<file path="config.mk">
export PLATFORM = sky130hd
export DESIGN_NAME = fetch_stage_flat
export DESIGN_NICKNAME = d
export VERILOG_FILES = /design/src/rtl/fetch_stage_pkg.sv /design/src/rtl/fetch_stage_if.sv /design/src/rtl/fetch_buffer.sv /design/src/rtl/fetch_stage.sv /design/src/flat_wrapper.sv
export SDC_FILE = /design/constraint.sdc
export NUM_CORES = 1
export LEC_CHECK = 0
export CAP_MARGIN = 20
export CORE_MARGIN = 2
export CORE_UTILIZATION = 48
export CTS_CLUSTER_DIAMETER = 200
export DETAILED_ROUTE_END_ITERATION = 12
export GPL_TIMING_DRIVEN = 0
export PLACE_DENSITY = 0.74
export SYNTH_ARGS = -nofsm -noshare
export SYNTH_HDL_FRONTEND = slang
export SYNTH_SLANG_ARGS = --single-unit
</file>
<file path="constraint.sdc">
create_clock -name clk -period 5.3 [get_ports clk]
set_input_delay 1.06 -clock clk [delete_from_list [all_inputs] [get_ports clk]]
set_output_delay 1.06 -clock clk [all_outputs]
set_load 0.02 [all_outputs]
</file>
<file path="src/rtl/fetch_stage_pkg.sv">
// Shared pipeline definitions for the fetch stage: widths, the reset fetch
// address, the fetch FSM state encoding and small address helpers.
package fetch_stage_pkg;

   localparam int unsigned XLEN    = 32;
   localparam int unsigned INSTR_W = 32;
   localparam int unsigned ENTRY_W = INSTR_W + XLEN;

   localparam logic [XLEN-1:0] RESET_PC_DEFAULT = 32'h0000_0000;

   typedef enum logic [1:0] {
      ST_BOOT  = 2'd0,
      ST_RUN   = 2'd1,
      ST_DRAIN = 2'd2
   } fetch_state_e;

   function automatic logic [XLEN-1:0] pc_plus4(input logic [XLEN-1:0] pc);
      return pc + 32'd4;
   endfunction

   function automatic logic [XLEN-1:0] word_align(input logic [XLEN-1:0] addr);
      return addr & 32'hFFFF_FFFC;
   endfunction

endpackage

</file>
<file path="src/rtl/fetch_stage_if.sv">
// Fetch-stage bus: instruction-memory request/response channel plus the
// redirect input and the decode-facing instruction output.
interface fetch_stage_if;

   logic                                 imem_req_valid;
   logic [fetch_stage_pkg::XLEN-1:0]     imem_req_addr;
   logic                                 imem_req_ready;
   logic                                 imem_resp_valid;
   logic [fetch_stage_pkg::INSTR_W-1:0]  imem_resp_data;
   logic                                 stall;
   logic                                 br_taken;
   logic [fetch_stage_pkg::XLEN-1:0]     br_target;
   logic                                 if_valid;
   logic [fetch_stage_pkg::INSTR_W-1:0]  if_instr;
   logic [fetch_stage_pkg::XLEN-1:0]     if_next_pc;

   modport master (
      output imem_req_valid, imem_req_addr,
      input  imem_req_ready, imem_resp_valid, imem_resp_data,
      input  stall, br_taken, br_target,
      output if_valid, if_instr, if_next_pc
   );

   modport slave (
      input  imem_req_valid, imem_req_addr,
      output imem_req_ready, imem_resp_valid, imem_resp_data,
      output stall, br_taken, br_target,
      input  if_valid, if_instr, if_next_pc
   );

endinterface

</file>
<file path="src/rtl/fetch_buffer.sv">
// Small FIFO holding {instruction, next_pc} entries between instruction
// memory and decode. Flush empties it; push and pop may share a cycle.
module fetch_buffer
   import fetch_stage_pkg::*;
#(
   parameter  int unsigned DEPTH = 2,
   localparam int unsigned CNT_W = $clog2(DEPTH + 1)
) (
   input  logic               i_clk,
   input  logic               i_rst,
   input  logic               i_push,
   input  logic [ENTRY_W-1:0] i_push_data,
   input  logic               i_pop,
   input  logic               i_flush,
   output logic [ENTRY_W-1:0] o_head,
   output logic [CNT_W-1:0]   o_count,
   output logic               o_empty
);

   localparam int unsigned PTR_W = (DEPTH > 1) ? $clog2(DEPTH) : 1;

   logic [ENTRY_W-1:0] r_mem [DEPTH];
   logic [PTR_W-1:0]   r_wr_ptr;
   logic [PTR_W-1:0]   r_rd_ptr;
   logic [CNT_W-1:0]   r_count;
   logic               w_do_pop;
   logic               w_do_push;

   function automatic logic [PTR_W-1:0] ptr_inc(input logic [PTR_W-1:0] p);
      return (p == PTR_W'(DEPTH - 1)) ? {PTR_W{1'b0}} : p + PTR_W'(1);
   endfunction

   assign w_do_pop  = i_pop && (r_count != {CNT_W{1'b0}});
   // a full buffer only accepts a push when the head leaves in the same cycle
   assign w_do_push = i_push && ((r_count < CNT_W'(DEPTH)) || w_do_pop);

   always_ff @(posedge i_clk) begin
      if (i_rst) begin
         r_wr_ptr <= {PTR_W{1'b0}};
         r_rd_ptr <= {PTR_W{1'b0}};
         r_count  <= {CNT_W{1'b0}};
         for (int i = 0; i < int'(DEPTH); i++) begin
            r_mem[i] <= {ENTRY_W{1'b0}};
         end
      end else if (i_flush) begin
         r_wr_ptr <= {PTR_W{1'b0}};
         r_rd_ptr <= {PTR_W{1'b0}};
         r_count  <= {CNT_W{1'b0}};
      end else begin
         if (w_do_push) begin
            r_mem[r_wr_ptr] <= i_push_data;
            r_wr_ptr        <= ptr_inc(r_wr_ptr);
         end
         if (w_do_pop) begin
            r_rd_ptr <= ptr_inc(r_rd_ptr);
         end
         r_count <= r_count + CNT_W'(w_do_push) - CNT_W'(w_do_pop);
      end
   end

   assign o_head  = r_mem[r_rd_ptr];
   assign o_count = r_count;
   assign o_empty = (r_count == {CNT_W{1'b0}});

endmodule

</file>
<file path="src/rtl/fetch_stage.sv">
// Instruction fetch stage: credit-limited sequential requests to instruction
// memory, in-order response buffering and branch redirect with drain.
module fetch_stage
   import fetch_stage_pkg::*;
#(
   parameter logic [XLEN-1:0] RESET_PC = RESET_PC_DEFAULT,
   parameter int unsigned     MAX_OUT  = 2
) (
   input  logic          clk,
   input  logic          rst,
   fetch_stage_if.master io_fetch
);

   localparam int unsigned CNT_W = $clog2(MAX_OUT + 1);
   localparam int unsigned SUM_W = CNT_W + 1;

   fetch_state_e       r_state;
   logic [XLEN-1:0]    r_pc;
   logic [XLEN-1:0]    r_resp_pc;
   logic [CNT_W-1:0]   r_outstanding;

   logic [CNT_W-1:0]   w_buf_count;
   logic               w_buf_empty;
   logic [ENTRY_W-1:0] w_head;
   logic [ENTRY_W-1:0] w_push_data;
   logic [SUM_W-1:0]   w_in_use;
   logic               w_credit_ok;
   logic               w_req_valid;
   logic               w_accept;
   logic               w_resp;
   logic               w_discard;
   logic               w_push;
   logic               w_if_valid;
   logic               w_pop;
   logic [CNT_W-1:0]   w_out_next;
   logic [XLEN-1:0]    w_redirect_pc;

   assign w_in_use    = {1'b0, r_outstanding} + {1'b0, w_buf_count};
   assign w_credit_ok = (w_in_use < SUM_W'(MAX_OUT));
   assign w_req_valid = !rst && (r_state == ST_RUN) && w_credit_ok && !io_fetch.br_taken;
   assign w_accept    = w_req_valid && io_fetch.imem_req_ready;

   // responses are only counted against requests we actually issued
   assign w_resp      = io_fetch.imem_resp_valid && (r_outstanding != {CNT_W{1'b0}});
   assign w_discard   = io_fetch.br_taken || (r_state != ST_RUN);
   assign w_push      = w_resp && !w_discard;
   assign w_push_data = {io_fetch.imem_resp_data, pc_plus4(r_resp_pc)};

   assign w_if_valid  = !rst && !w_buf_empty && !io_fetch.br_taken;
   assign w_pop       = w_if_valid && !io_fetch.stall;

   assign w_out_next    = r_outstanding + CNT_W'(w_accept) - CNT_W'(w_resp);
   assign w_redirect_pc = word_align(io_fetch.br_target);

   fetch_buffer #(
      .DEPTH (MAX_OUT)
   ) u_buffer (
      .i_clk       (clk),
      .i_rst       (rst),
      .i_push      (w_push),
      .i_push_data (w_push_data),
      .i_pop       (w_pop),
      .i_flush     (io_fetch.br_taken),
      .o_head      (w_head),
      .o_count     (w_buf_count),
      .o_empty     (w_buf_empty)
   );

   // r_resp_pc tracks the address of the oldest response that will be kept
   always_ff @(posedge clk) begin
      if (rst) begin
         r_state       <= ST_BOOT;
         r_pc          <= RESET_PC;
         r_resp_pc     <= RESET_PC;
         r_outstanding <= {CNT_W{1'b0}};
      end else begin
         r_outstanding <= w_out_next;
         if (io_fetch.br_taken) begin
            r_pc      <= w_redirect_pc;
            r_resp_pc <= w_redirect_pc;
            if ((r_state == ST_DRAIN) || (w_out_next != {CNT_W{1'b0}})) begin
               r_state <= ST_DRAIN;
            end else begin
               r_state <= ST_RUN;
            end
         end else begin
            if (w_accept) begin
               r_pc <= pc_plus4(r_pc);
            end
            if (w_push) begin
               r_resp_pc <= pc_plus4(r_resp_pc);
            end
            case (r_state)
               ST_BOOT:  r_state <= ST_RUN;
               ST_RUN:   r_state <= ST_RUN;
               ST_DRAIN: r_state <= (w_out_next == {CNT_W{1'b0}}) ? ST_RUN : ST_DRAIN;
               default:  r_state <= ST_BOOT;
            endcase
         end
      end
   end

   assign io_fetch.imem_req_valid = w_req_valid;
   assign io_fetch.imem_req_addr  = r_pc;
   assign io_fetch.if_valid       = w_if_valid;
   assign io_fetch.if_instr       = w_head[ENTRY_W-1:XLEN];
   assign io_fetch.if_next_pc     = w_head[XLEN-1:0];

endmodule

</file>
<file path="src/flat_wrapper.sv">
// flat-port wrapper written by rule: the top's interface ports become plain ports
module fetch_stage_flat import fetch_stage_pkg::*;
#(
   parameter logic [XLEN-1:0] RESET_PC = RESET_PC_DEFAULT,
   parameter int unsigned     MAX_OUT  = 2
)
  (clk, rst, io_fetch_imem_req_valid, io_fetch_imem_req_addr, io_fetch_imem_req_ready, io_fetch_imem_resp_valid, io_fetch_imem_resp_data, io_fetch_stall, io_fetch_br_taken, io_fetch_br_target, io_fetch_if_valid, io_fetch_if_instr, io_fetch_if_next_pc);
  fetch_stage_if io_fetch_i ();
  input  logic clk;
  input  logic rst;
  output wire logic [$bits(io_fetch_i.imem_req_valid)-1:0] io_fetch_imem_req_valid;
  output wire logic [$bits(io_fetch_i.imem_req_addr)-1:0] io_fetch_imem_req_addr;
  input wire logic [$bits(io_fetch_i.imem_req_ready)-1:0] io_fetch_imem_req_ready;
  input wire logic [$bits(io_fetch_i.imem_resp_valid)-1:0] io_fetch_imem_resp_valid;
  input wire logic [$bits(io_fetch_i.imem_resp_data)-1:0] io_fetch_imem_resp_data;
  input wire logic [$bits(io_fetch_i.stall)-1:0] io_fetch_stall;
  input wire logic [$bits(io_fetch_i.br_taken)-1:0] io_fetch_br_taken;
  input wire logic [$bits(io_fetch_i.br_target)-1:0] io_fetch_br_target;
  output wire logic [$bits(io_fetch_i.if_valid)-1:0] io_fetch_if_valid;
  output wire logic [$bits(io_fetch_i.if_instr)-1:0] io_fetch_if_instr;
  output wire logic [$bits(io_fetch_i.if_next_pc)-1:0] io_fetch_if_next_pc;
  assign io_fetch_imem_req_valid = io_fetch_i.imem_req_valid;
  assign io_fetch_imem_req_addr = io_fetch_i.imem_req_addr;
  assign io_fetch_i.imem_req_ready = io_fetch_imem_req_ready;
  assign io_fetch_i.imem_resp_valid = io_fetch_imem_resp_valid;
  assign io_fetch_i.imem_resp_data = io_fetch_imem_resp_data;
  assign io_fetch_i.stall = io_fetch_stall;
  assign io_fetch_i.br_taken = io_fetch_br_taken;
  assign io_fetch_i.br_target = io_fetch_br_target;
  assign io_fetch_if_valid = io_fetch_i.if_valid;
  assign io_fetch_if_instr = io_fetch_i.if_instr;
  assign io_fetch_if_next_pc = io_fetch_i.if_next_pc;
  fetch_stage #(.RESET_PC(RESET_PC), .MAX_OUT(MAX_OUT)) u_core (.clk(clk), .rst(rst), .io_fetch(io_fetch_i));
endmodule
</file>
### After elaboration in Yosys (flattened, before gate mapping)

Memory sizes are Yosys's and may differ from the RTL's. A register that Yosys moved wholly into a read port is not among the register bits.
Index checks and enable logic that the tools add are counted.

| storage, ports and cells | value |
|---|---|
| memories | 1 |
| flip-flop bits (word level) | 72 |
| memory bits (writable) | 128 |
| bits of input ports | 70 |

Memory list:

| memory | depth | bits a word | read ports | clocked after Yosys merged registers in | write ports | RTL line | RTL |
|---|---|---|---|---|---|---|---|
| u_core.u_buffer.r_mem | 2 | 64 | 1 | 1 | 2 | fetch_buffer.sv:22 | `logic [ENTRY_W-1:0] r_mem [DEPTH];` |

| operators by class | value |
|---|---|
| magnitude comparators | 2 |
| reduce and logical (&&, ||, !) cells | 30 |
| multiplexer cells | 21 |
| add/sub/neg operators | 9 |
| equality and inequality tests | 3 |

Operators with widths:

| cell | number |
|---|---|
| 32-bit 2-to-1 mux | 4 |
| 32-bit by 3-bit adder with 32-bit output (second input constant) | 2 |
| 64-bit 2-to-1 mux | 1 |
| 64-bit OR reduction | 1 |
| 1-bit 2-to-1 mux | 12 |
| 1-bit logical AND | 11 |
| 2-bit nonzero test | 5 |
| 2-bit logical NOT | 3 |
| 2-bit 2-to-1 mux | 3 |
| 1-bit logical NOT | 5 |
| 2-bit by 1-bit adder with 2-bit output | 2 |
| 2-bit case mux with 2 select lines | 1 |
| 2-bit OR reduction | 2 |
| 2-bit by 1-bit subtractor with 2-bit output | 2 |
| 2-bit by 2-bit adder with 3-bit output | 1 |
| 1-bit logical OR | 3 |
| 3-bit by 2-bit less-than comparator with 1-bit output (second input constant) | 1 |
| 1-bit adder (second input constant) | 2 |
| 2-bit by 1-bit equality test with 1-bit output (second input constant) | 1 |
| 2-bit equality test (second input constant) | 1 |
| 2-bit less-than comparator (second input constant) | 1 |
| 2-bit by 1-bit != test with 1-bit output (second input constant) | 1 |

### Longest topological paths before layout

| depth | value |
|---|---|
| word-level depth | 14 |
| depth in mapped cells | 12 |

### Cells and area by module

A second synthesis with hierarchy kept.

| second synthesis, totals | value |
|---|---|
| cell total of the unflattened synthesis | 893 |
| area, all modules | 9923.3 um^2 |

Modules (own cells, without submodules):

| module | cells an instance | area each (um^2) | times used |
|---|---|---|---|
| fetch_buffer | 369 | 5798.1 | 1 |
| fetch_stage | 524 | 4125.2 | 1 |

### Worst setup path after synthesis

No wires, ideal clock.

| timing | value |
|---|---|
| path type | input -> register |
| from | input port io_fetch_imem_resp_valid |
| to | memory u_core.u_buffer.r_mem[0][10] (netlist name) (enable) |
| slack | 0.192 ns |
| required time | 4.805 ns |
| cell stages on the path | 5 |
| data arrival time | 4.614 ns |
| cell sequence | o21ai_1 -> nor2_1 -> and3_1 -> inv_1 -> o21bai_1 |

RTL lines:

| element | RTL line | RTL |
|---|---|---|
| from (decl) | flat_wrapper.sv:14 | `input wire logic [$bits(io_fetch_i.imem_resp_valid)-1:0] io_fetch_imem_resp_valid;` |
| to (decl) | fetch_buffer.sv:22 |  |

### Final worst setup path

| timing | value |
|---|---|
| from | input port io_fetch_br_taken |
| to | output port io_fetch_if_valid |

| between the ends | value |
|---|---|
| cells in the longest elaborated chain, start to end | 2 |

Ends and longest elaborated chain:

| element | RTL line | RTL |
|---|---|---|
| from (decl) | flat_wrapper.sv:17 | `input wire logic [$bits(io_fetch_i.br_taken)-1:0] io_fetch_br_taken;` |
| 1-bit logical NOT | fetch_stage.sv:49 | `assign w_if_valid = !rst && !w_buf_empty && !io_fetch.br_taken;` |
| 1-bit logical AND | fetch_stage.sv:49 |  |
| to (decl) | flat_wrapper.sv:19 | `output wire logic [$bits(io_fetch_i.if_valid)-1:0] io_fetch_if_valid;` |

No other way between the ends.

==> impl_metrics.csv <==
group,metric,value,unit
status,status,"finished, final reports clean",
logic_synthesis,async_flop_share,0,
logic_synthesis,yosys_most_used_dff,"edfxtp_1",
clock_tree,cts_sinks,193,
finish,nets,1130,
detailed_routing,drtIter0Drc,442,
timing,setup_viol,0,
placement,dp.cells,1299,
timing,skew,0.0103,ns
logic_synthesis,synth_enable_flop_cells,124,
detailed_routing,routed_wl,23500,µm
flow_run,cap_violations,0,
clock_tree,htreeDepth,4,
timing,slew_violations,0,
placement,dp_hpwl,16700,µm
logic_synthesis,synth.top_cell.area_share,0.391,
logic_synthesis,synth_top_area_cell,"edfxtp_1",
placement,port-buffer-count,161,
floorplanning,core_area,0.0195,mm²
timing,max_freq,0.232,GHz
finish,design_area,0.0121,mm²
logic_synthesis,synth_warnings,0,
detailed_routing,vias,7213,
timing,finalCritPeriodShare,0.814,
grt,first_global_vias,7011,
floorplanning,die_h,145,µm
grt,grt_overflow,0,
finish,diodes,0,
floorplanning,num_rows,51,
pwr,vdd_ir_drop_max,0.236,mV
logic_synthesis,syn_area_per_cell,11.0,µm²
pwr,pwr_density_cell,305,mW/mm²
critical_path,reg2regPathDepth,12,
critical_path,critPathKind,"in2out",
grt,grt_start_max_net_pins,63,
detailed_routing,wire_per_inst,17.6,µm
floorplanning,initial_core_util,0.490,
detailed_routing,first_pass_iters,5,
critical_path,end_kind,"output port",
clock_tree,cts-resized-gates,0,
logic_synthesis,yosysSeqAreaShare,0.536,
logic_synthesis,synthesis.instances,868,
critical_path,cp.arrival,3.25,ns
clock_tree,postCtsHoldBufs,0,
timing,hold_viol,0,
grt,grt_pass1_wl,35900,µm
critical_path,crit_cells,6,
finish,synthToLayoutAreaGrowth,27.0,%
clock_tree,cts-buffers-inserted,17,
placement,dpl_cell_area,0.0115,mm²
detailed_routing,routed_via_density,5.42,
worst_hold_path,holdPathStages,2,
logic_synthesis,netlist_area,0.00953,mm²
finish,fillCellCount,1612,
detailed_routing,drc,0,
critical_path,critPathRequiredTime,4.24,ns
finish,final_cell_mix,"clkdlybuf4s50_1 (161), edfxtp_1 (124), nor2_1 (94)",
critical_path,max_stage_delay,0.58,ns
grt,antenna_found_initial,0,
floorplanning,die_x,145,µm
clock_tree,clk_latency,0.43,ns
finish,layout.cells.non_filler,1331,
clock_tree,clkSlewWorstSetupHoldPaths,0.07,ns
logic_synthesis,synth.distinct_cells,56,
floorplanning,die_area,0.0210,mm²
floorplanning,io_pins,168,
timing,rsz0062_at_grt,"no",
critical_path,cp_max_fo,10,
critical_path,cp_slowest_cell,"clkdlybuf4s50_1",
clock_tree,cts_tree,"yes",
critical_path,critPathLaunchType,"primary input",
clock_tree,postCtsSetupRepairBufs,0,
clock_tree,clock_path_buffers,2,
pwr,p_leak,4.34,nW
timing,period_minus_slack,4.31,ns
logic_synthesis,yosys-top-cells-area,"edfxtp_1 (39%), dfxtp_1 (14%), mux2_2 (7.3%)",
critical_path,crit_chain,"clkdlybuf4s50_1 > or2_1 > clkbuf_1 > clkbuf_1 > nor2_1 > clkdlybuf4s50_1",
placement,gp_congestion,0.880,
worst_hold_path,min_path_type,"reg2reg",
timing,max_slew.worst_pin.slew,0.823,ns
grt,grt_use_total,0.224,
critical_path,path_buf_inv,4,
clock_tree,clockRootBuffer,"clkbuf_16",
detailed_routing,ant_nets,0,
critical_path,crit_family,"buffers and inverters",
finish,final_common_cell,"clkdlybuf4s50_1",
finish,drive_gt1_frac,0.132,
logic_synthesis,synth_seq_cells,193,
timing,relSlewSlack,0.451,
[path summary, 6_finish.rpt]
check	start	end	slack (ns)
worst max-delay path	io_fetch_br_taken	io_fetch_if_valid	0.99
worst min-delay path	u_core.r_resp_pc[3]	u_core.r_resp_pc[3]	0.53
worst max register to register	u_core.u_buffer.o_count[0]	u_core.r_state[1]	2.10
worst min register to register	u_core.r_resp_pc[3]	u_core.r_resp_pc[3]	0.53
[worst reg2reg max path, cell delays in order, from the launching register on]
cell	delay [ns]
dfxtp_1	0.33
and2_1	0.17
fa_1	0.48
nor4b_4	0.53
nand2_2	0.20
buf_6	0.21
inv_1	0.06
ha_1	0.15
xor2_1	0.19
xnor2_1	0.17
nand2b_1	0.12
maj3_1	0.33
nor2b_1	0.13
[Yosys cell counts (all sizes together), types with 3 or more instances]
cell    number
nand3       19
dfxtp       69
a31oi        8
a311oi       3
nand4       20
a21oi       24
xnor2       69
o311ai       4
and2        39
or3          5
o21ai       14
nor4        13
and4         9
nand2       48
and3        40
inv         27
nor2        94
o22ai        3
a21o         4
clkbuf      33
nand2b       3
nor3        33
mux2        62
nor2b        3
buf         24
a21boi      25
edfxtp     124
or4          6
xor2        14
a211oi       5
ha           6
o21bai       5
[area by class of cell]
class                           instances  area [µm²]  share of cell area
Clock buffer                           17         425              0.0352
Multi-Input combinational cell        593        4080               0.337
Tap cell                              265         332              0.0274
Timing Repair Buffer                  163        1650               0.136
Clock inverter                         15         135              0.0112
Inverter                               28         105             0.00868
Buffer                                 57         265              0.0219
Sequential cell                       193        5100               0.422
[power breakdown]
group	switching (W)	internal (W)
clock	0.000572	0.000653
sequential	0.0000796	0.00171
combinational	0.000365	0.000309
total	0.00102	0.00267
[flip-flops by register name, summed over array words and instances, names as in the netlist, named ones only]
name                           count
u_core.u_buffer.r_mem            124
u_core.io_fetch.imem_req_addr     30
u_core.r_resp_pc                  30
u_core.r_outstanding               2
u_core.r_state                     2
u_core.u_buffer.o_count            2
u_core.u_buffer.r_rd_ptr           1
u_core.u_buffer.r_wr_ptr           1
[logic make-up (layout without fill, tap and decap cells)]
| kind of cell | count (synthesis) | count (layout) | share of synthesized area |
|---|---|---|---|
| AO/OA/AOI/OAI | 96 | 96 | 0.0664 |
| XOR/XNOR | 83 | 83 | 0.0763 |
| adder cells (fa/ha/maj) | 8 | 8 | 0.0110 |
| buffers and inverters | 85 | 280 | 0.0389 |
| flip-flops | 193 | 193 | 0.536 |
| multiplexers | 64 | 64 | 0.0754 |
| other | 1 | 4 | 0.000394 |
| AND/OR/NAND/NOR | 338 | 338 | 0.196 |
[layer usage]
layer,vias up,global-route usage,share of wire
li1,3452,-,-
met1,3448,0.298,0.44
met2,286,0.369,0.47
met3,27,0.0434,0.072
met4,0,0.0705,0.017
met5,-,0,0
[per-stage QoR]
stage	total power [W]	setup slack, ns	util	hold slack (ns)	TNS, ns
after detailed placement	0.00249	0.978	0.593	0.513	0
final	0.00369	0.986	0.622	0.528	0
after floorplan	0.00220	0.192	-	0.476	0
after global placement	0.00248	-2.31	0.590	0.497	-143.04
after CTS	0.00370	0.967	0.622	0.528	0
after global routing	0.00383	0.876	0.622	0.552	0
Power figures use the tool's default switching activity.
